**src/rtl/load_store_unit_pkg.sv**
```systemverilog
// Shared types, funct3 encodings and byte-lane datapath helpers for the load/store unit.
package load_store_unit_pkg;

    typedef enum logic [1:0] {
        ST_IDLE   = 2'd0,
        ST_ACCESS = 2'd1,
        ST_WAIT_W = 2'd2,
        ST_RESP   = 2'd3
    } lsu_state_e;

    localparam logic [2:0] F3_B  = 3'b000;
    localparam logic [2:0] F3_H  = 3'b001;
    localparam logic [2:0] F3_W  = 3'b010;
    localparam logic [2:0] F3_BU = 3'b100;
    localparam logic [2:0] F3_HU = 3'b101;

    typedef struct packed {
        logic [3:0]  mask;
        logic [31:0] data;
    } store_lanes_t;

    // Illegal encodings and misaligned addresses never reach memory.
    function automatic logic req_illegal(input logic we, input logic [2:0] funct3,
                                         input logic [1:0] addr_lo);
        logic bad;
        case (funct3)
            F3_B:    bad = 1'b0;
            F3_BU:   bad = we;
            F3_H:    bad = addr_lo[0];
            F3_HU:   bad = we | addr_lo[0];
            F3_W:    bad = (addr_lo != 2'b00);
            default: bad = 1'b1;
        endcase
        return bad;
    endfunction

    function automatic store_lanes_t store_lanes(input logic [2:0] funct3, input logic [1:0] addr_lo,
                                                 input logic [31:0] wdata);
        store_lanes_t lanes;
        case (funct3)
            F3_B: begin
                lanes.mask = 4'b0001 << addr_lo;
                lanes.data = {4{wdata[7:0]}};
            end
            F3_H: begin
                lanes.mask = 4'b0011 << {addr_lo[1], 1'b0};
                lanes.data = {2{wdata[15:0]}};
            end
            F3_W: begin
                lanes.mask = 4'b1111;
                lanes.data = wdata;
            end
            default: begin
                lanes.mask = 4'b0000;
                lanes.data = 32'h0000_0000;
            end
        endcase
        return lanes;
    endfunction

    function automatic logic [31:0] load_extract(input logic [2:0] funct3, input logic [1:0] addr_lo,
                                                 input logic [31:0] data);
        logic [7:0]  byte_sel;
        logic [15:0] half_sel;
        logic [31:0] result;
        byte_sel = data[{addr_lo, 3'b000} +: 8];
        half_sel = addr_lo[1] ? data[31:16] : data[15:0];
        case (funct3)
            F3_B:    result = {{24{byte_sel[7]}}, byte_sel};
            F3_BU:   result = {24'h00_0000, byte_sel};
            F3_H:    result = {{16{half_sel[15]}}, half_sel};
            F3_HU:   result = {16'h0000, half_sel};
            F3_W:    result = data;
            default: result = 32'h0000_0000;
        endcase
        return result;
    endfunction

endpackage

```
**src/rtl/load_store_unit.sv**
```systemverilog
// Single-outstanding load/store unit between a core request port and a byte-masked shared memory.
module load_store_unit
    import load_store_unit_pkg::*;
#(
    parameter int DATA_WIDTH = 32,
    localparam int MASK_SIZE = DATA_WIDTH / 8
) (
    input  logic                  clk,
    input  logic                  arst_n,
    input  logic                  req_valid,
    output logic                  req_ready,
    input  logic                  req_we,
    input  logic [2:0]            req_funct3,
    input  logic [31:0]           req_addr,
    input  logic [DATA_WIDTH-1:0] req_wdata,
    output logic                  resp_valid,
    input  logic                  resp_ready,
    output logic [DATA_WIDTH-1:0] resp_rdata,
    output logic                  resp_err,
    output logic                  write_en,
    output logic                  read_en,
    output logic [MASK_SIZE-1:0]  mask,
    output logic [31:0]           addr,
    output logic [DATA_WIDTH-1:0] data_in,
    input  logic [DATA_WIDTH-1:0] data_out,
    input  logic                  w_success,
    input  logic                  r_success
);

    lsu_state_e            state_r;
    lsu_state_e            state_nxt_s;
    logic                  we_r;
    logic [2:0]            funct3_r;
    logic [31:0]           addr_r;
    logic [DATA_WIDTH-1:0] wdata_r;
    logic [DATA_WIDTH-1:0] rdata_r;
    logic                  err_r;
    logic                  accept_s;
    logic                  illegal_s;
    store_lanes_t          lanes_s;
    logic                  unused_r_success_s;

    // Loads complete in the access cycle, so the read handshake carries no information.
    assign unused_r_success_s = r_success;
    assign accept_s  = (state_r == ST_IDLE) && req_valid;
    assign illegal_s = req_illegal(req_we, req_funct3, req_addr[1:0]);
    assign lanes_s   = store_lanes(funct3_r, addr_r[1:0], wdata_r);

    // State register and latched request / response fields.
    always_ff @(posedge clk) begin
        if (!arst_n) begin
            state_r  <= ST_IDLE;
            we_r     <= 1'b0;
            funct3_r <= 3'b000;
            addr_r   <= 32'h0000_0000;
            wdata_r  <= 32'h0000_0000;
            rdata_r  <= 32'h0000_0000;
            err_r    <= 1'b0;
        end else begin
            state_r <= state_nxt_s;
            if (accept_s) begin
                we_r     <= req_we;
                funct3_r <= req_funct3;
                addr_r   <= req_addr;
                wdata_r  <= req_wdata;
                rdata_r  <= 32'h0000_0000;
                err_r    <= illegal_s;
            end else if ((state_r == ST_ACCESS) && !we_r) begin
                rdata_r <= load_extract(funct3_r, addr_r[1:0], data_out);
            end else if ((state_r == ST_RESP) && resp_ready) begin
                rdata_r <= 32'h0000_0000;
                err_r   <= 1'b0;
            end
        end
    end

    // Next-state selection.
    always_comb begin
        state_nxt_s = state_r;
        case (state_r)
            ST_IDLE: begin
                if (req_valid) begin
                    state_nxt_s = illegal_s ? ST_RESP : ST_ACCESS;
                end else begin
                    state_nxt_s = ST_IDLE;
                end
            end
            ST_ACCESS: state_nxt_s = we_r ? ST_WAIT_W : ST_RESP;
            ST_WAIT_W: begin
                if (w_success) begin
                    state_nxt_s = ST_RESP;
                end else begin
                    state_nxt_s = ST_WAIT_W;
                end
            end
            ST_RESP: begin
                if (resp_ready) begin
                    state_nxt_s = ST_IDLE;
                end else begin
                    state_nxt_s = ST_RESP;
                end
            end
            default: state_nxt_s = ST_IDLE;
        endcase
    end

    // Core-side and memory-side outputs; the memory bus is quiet outside ACCESS.
    always_comb begin
        req_ready  = (state_r == ST_IDLE);
        resp_valid = (state_r == ST_RESP);
        resp_rdata = rdata_r;
        resp_err   = err_r;
        read_en    = 1'b0;
        write_en   = 1'b0;
        mask       = '0;
        addr       = 32'h0000_0000;
        data_in    = 32'h0000_0000;
        if (state_r == ST_ACCESS) begin
            addr = addr_r;
            if (we_r) begin
                write_en = 1'b1;
                mask     = lanes_s.mask;
                data_in  = lanes_s.data;
            end else begin
                read_en = 1'b1;
            end
        end else begin
            addr = 32'h0000_0000;
        end
    end

endmodule

```
**config.mk**
```make
export PLATFORM = sky130hd
export DESIGN_NAME = load_store_unit
export DESIGN_NICKNAME = d
export VERILOG_FILES = /design/src/rtl/load_store_unit_pkg.sv /design/src/rtl/load_store_unit.sv
export SDC_FILE = /design/constraint.sdc
export NUM_CORES = 1
export LEC_CHECK = 0
export ABC_AREA = 1
export CAP_MARGIN = 20
export CORE_MARGIN = 4
export CORE_UTILIZATION = 40
export DETAILED_ROUTE_END_ITERATION = 12
export GPL_ROUTABILITY_DRIVEN = 0
export PLACE_DENSITY_LB_ADDON = 0.2
export SLEW_MARGIN = 20
export SYNTH_ARGS = -nofsm -noshare
export SYNTH_HDL_FRONTEND = slang
export SYNTH_SLANG_ARGS = --single-unit
```
**constraint.sdc**
```tcl
create_clock -name clk -period 1.7 [get_ports clk]
set_input_delay 0.425 -clock clk [delete_from_list [all_inputs] [get_ports clk]]
set_output_delay 0.425 -clock clk [all_outputs]
set_load 0.02 [all_outputs]
```
==> key figures <==
Timing
  – Setup Total Neg Slack: -16940 ps
  – Fin crit period: 2150 ps
  – Final hold violations: 0
  – Actual slew at the worst max-slew pin: 371 ps
  – Clock skew: 7.49 ps
  – Final setup viols: 69
  – Period utilisation layout: 1.26
  – Fin. max-slew vios: 0
  – Min setup slack post-route: -447 ps
  – RSZ-0062 raised after global routing: yes
  – Rel. slew slack: 0.752
  – Peak Freq: 0.466 GHz

Global route
  – Initial antenna violation count: 0
  – Largest net degree at the start of global routing: 47
  – First-pass GRT wire length: 29600 um
  – Gr usage total: 0.245
  – Vias in the first global route: 6139
  – Gr ovfl total: 0

Finish
  – Final std cells w/o fill: 1291
  – # diodes: 0
  – Share of cells above drive strength 1: 0.276
  – P&R area growth vs syn: 77.3%
  – Final nets: 1220
  – Most frequent cells in the layout: 215 x nand2_1, 103 x clkdlybuf4s50_1, 97 x dfxtp_1, 91 x inv_1, 87 x buf_6
  – Most common cell after layout, fill and taps aside: nand2_1

Clock network
  – Worst-path clk slew: 70 ps
  – TritonCTS Sinks: 103
  – Clock Tree Buf Depth: 2
  – Hold_buf cts: 0
  – TritonCTS clock tree: yes
  – Total CTS buffers: 9
  – Clock root cell: clkbuf_16
  – Clk_lat worst skew: 350 ps
  – Number of H-tree levels: 3

Place
  – Hpwl dp: 13000 um
  – Port bufs: 209
  – Setup WS pre-CTS: -610 ps
  – Placed Cells: 1243

Critical path
  – Arrival @ worst endpoint: 1720 ps
  – Critical setup path kind: flop to output port
  – Critical Path RT: 1270 ps
  – Critical Path Sink Type: output port
  – CP Max Fanout: 8
  – Setup crit start kind: flop

Power and ir drop
  – P per Cell Area: 901 nW/um2
  – LEAKAGE: 4.36 nW
  – VDD IR max: 694 uV

Detailed routing
  – DR top layer: met4
  – Residual DRC count: 0
  – DR WL met3: 1660 um
  – Avg WL per Cell: 14.8 um
  – Vias: 6330
  – Wire length on met2: 9310 um
  – DRT antenna net count: 0
  – Vias/cell: 4.90
  – Drt pass-1 iters: 5
  – Length of routed wiring on met1: 7630 um
  – Post-Route WL: 19100 um
  – Starting DRT DRC Count: 463

Synth
  – Dominant cell type by area after synthesis: dfxtp_1
  – Synth Register Bits: 103
  – Mapped cell area: 5260 um2
  – Synth area leaders: dfxtp_1 39%, nand2_1 17%, a21oi_1 8.4%
  – Synth top area share: 0.392
  – Unique masters post-synth: 24
  – Syn Area/Cell: 6.19 um2
  – Gate Count Post-Synth: 850
  – Sequential fraction of the synthesis area: 0.392
  – Synth Net Count: 956
  – Yosys warnings: 0

Die
  – Placeable Area: 12800 um2
  – # rows: 41
  – Die area: 15100 um2
  – Initial core utilization: 0.412
  – I/O pin count: 211
  – Die span in x: 123 um
  – Die Span Y: 123 um

Run status
  – Failing checks: setup timing
  – Status: finished, violations left

Min path
  – Hold Path Class: flop to flop

Flow run
  – Max-cap violations: 0
==> power breakdown <==
| group | internal [mW] | switching, mW |
|---|---|---|
| sequential | 2.71 | 0.149 |
| clock | 1.23 | 0.928 |
| combinational | 1.50 | 1.89 |
| total | 5.44 | 2.97 |
==> layer usage <==
metal	global-route usage	up-vias
met1	0.294	2898
li1	-	3164
met4	0.0903	0
met2	0.422	224
met5	0	-
met3	0.0631	44
==> sequential cells by signal, indices dropped and copies added, names as in the netlist <==
| register | cells |
|---|---|
| addr_r | 32 |
| funct3_r | 3 |
| state_r | 2 |
| wdata_r | 32 |
| resp_err | 1 |
| resp_rdata | 32 |
| we_r | 1 |
==> Yosys cell counts <==
library cell  count
a21oi_1          88
a21oi_4           1
a32o_1            1
a41oi_1           1
buf_1             2
buf_2            16
buf_4             4
buf_6             1
clkbuf_1         24
clkinv_1          2
dfxtp_1         103
inv_1           117
inv_2             3
nand2_1         238
nand2_2           1
nand2_4           2
nand3_1          31
nand3_2           1
nor2_1          116
nor2_2            2
nor2_4            2
o211ai_1          7
o21ai_0          86
or2_2             1
==> worst max-delay path, stage by stage, from the launching register on <==
cell and delay [ps]:
dfxtp_2 340, inv_4 70, buf_6 100, nand2_4 50
a21oi_4 210, buf_6 140, clkinvlp_4 80, buf_12 160
nor2_4 100, buf_6 120
==> kinds of logic after synthesis <==
family	share of synthesized area
AND/OR/NAND/NOR	0.297
flip-flops	0.392
buffers and inverters	0.129
AO/OA/AOI/OAI	0.182
==> stage by stage <==
step	cell area [um2]	utilization	total power, mW	hold slack (ps)
global route	9330	0.730	8.87	474
CTS	9010	0.706	8.23	463
global placement	7950	0.622	5.50	438
finish	9330	0.730	8.40	461
detailed placement	7950	0.622	5.53	443
floorplan	5290	-	4.34	430
==> final cells by class <==
class / count / area, um2
Fill cell: 1001 / 3450
Clock buffer: 12 / 256
Timing Repair Buffer: 299 / 3160
Timing Repair inverter: 1 / 8.76
Tap cell: 172 / 215
Multi-Input combinational cell: 578 / 3070
Inverter: 122 / 494
Sequential cell: 103 / 2070
Clock inverter: 4 / 52.6
==> final timing paths <==
check                     start              to  slack [ps]  depth (start not counted)
setup / recovery    funct3_r[2]      data_in[5]        -450                          9
hold / removal    resp_rdata[3]   resp_rdata[3]         460                          2
setup reg to reg      addr_r[1]  resp_rdata[14]         110                         12
hold reg to reg   resp_rdata[3]   resp_rdata[3]         460                          2
==> timing repair <==
| item | CTS | global route |
|---|---|---|
| cloned | 5 | 0 |
| endpoints found under the setup margin | 105 | 99 |
| pin swaps | 9 | 17 |
| buffers inserted | 18 | 13 |
| gates resized for setup | 592 | 97 |
Note: power is estimated with default switching activity, not from simulation.
==> RTL edit (same settings) <==
Put a register stage on the output `resp_err`, with the module's reset. The value now appears one clock later. The other outputs are not delayed to match.
--- a/src/rtl/load_store_unit.sv
+++ b/src/rtl/load_store_unit.sv
@@ -28,2 +28,4 @@
 );
+
+    logic resp_err_d;
 
@@ -111,3 +113,3 @@
         resp_rdata = rdata_r;
-        resp_err   = err_r;
+        resp_err_d = err_r;
         read_en    = 1'b0;
@@ -131,2 +133,10 @@
 
+    always_ff @(posedge clk) begin
+        if (!arst_n) begin
+            resp_err <= '0;
+        end else begin
+            resp_err <= resp_err_d;
+        end
+    end
+
 endmodule
Behaviour: not the same (a bounded check fails within 4 cycles, from zero or initial values and one cycle with arst_n low).
==> RTL edit against the unedited design <==
The run still ends with setup timing left. Final cell count decreased by 1.1%. Global-route usage decreased by 1.6 points. Sequential cell count increased by 1. Sequential share of layout area increased by 2.2 points. Critical path depth unchanged. Die area increased by 0.49%. Design area decreased by 8.2%. Routed wire length decreased by 8.0%. Power decreased by 3.8%. Worst setup slack improved by 0.027 ns. Synthesized area increased by 0.52%. Critical endpoint is now data_in[16].
==> RTL edit: results (changes against the unedited design) <==
grt:
  grt_usage_pct: 22.9  # -1.6 points
  grtUsageMet2_pct: 39.9  # -2.4 points
  grt_max_degree: 34  # -28%
  grt_use_met3_pct: 7.82  # +1.5 points
  grt_use_met1_pct: 27.7  # -1.7 points
  grt_pass1_wl_um: 27500  # -7.1%
worst_hold_path:
  worstHoldEndpoint: "we_r"
  holdPathStages: 3  # +1
routing:
  drt-met1-wl_um: 7130  # -6.5%
  firstDrtPassIters: 4  # -1
  wl_per_cell_um: 13.8  # -7.0%
  routed-wl-met3_um: 1530  # -7.9%
  drt_iter0_markers: 326  # -30%
  route.met2.wl_um: 8700  # -6.6%
place:
  preCtsSetupSlack_ns: -0.595  # +0.0147 ns
  place_inst: 1250  # +0.56%
  dp_hpwl_um: 12900  # -0.66%
outcome:
  status: "finished, violations left"
  violations: "setup timing"
layout:
  fill_cells: 1155  # +15%
  finalNetCount: 1206  # -1.1%
  final_layout_size_suffix_gt1_share_pct: 22.4  # -5.3 points
worst_setup_path:
  path_max_fanout: 15  # +7
  arrival_ns: 1.69  # -0.03 ns
  reg2regPathDepth: 11  # -1
pwr:
  ir_worst_vdd_mv: 0.853  # +23%
  p_seq_share_pct: 35.5  # +1.5 points
  p_seq_w: 0.00287  # about the same
sta:
  setup_violations: 68  # -1.4%
  relSlewSlack_pct: 77.3  # +2.1 points
  setup_ws_ns: -0.420  # +0.0271 ns
  final.min_clock_period_ns: 2.12  # -0.0271 ns
synthesis:
  syn_avg_cell_area_um2: 6.20  # +0.17%
RTL edit: metrics by stage:
step / area, µm² / setup TNS [ns]
floorplan: 5320 / -1.06
global placement: 8030 / -30.82
CTS: 8340 / -20.87
global route: 8570 / -28.53
finish: 8570 / -21.76
detailed placement: 8030 / -33.90
RTL edit: cell type report:
| cell class | count | area share, % |
|---|---|---|
| Clock buffer | 11 | 2.95 |
| Clock inverter | 5 | 0.993 |
| Inverter | 123 | 5.68 |
| Multi-Input combinational cell | 579 | 32.0 |
| Sequential cell | 104 | 24.4 |
| Tap cell | 172 | 2.51 |
| Timing Repair Buffer | 283 | 31.5 |
RTL edit: kinds of logic after synthesis:
group,count (synthesis)
AOI/OAI and AO/OA,184
and+or+nand+nor,395
buffers and inverters,170
DFF,104
RTL edit: timing repair:
item	4_1_cts	5_1_grt
gates resized for setup	431	71
endpoints found under the hold margin	0	0
endpoints found under the setup margin	105	71
hold buffers	0	0
pin swaps	1	4
setup buffers	10	1
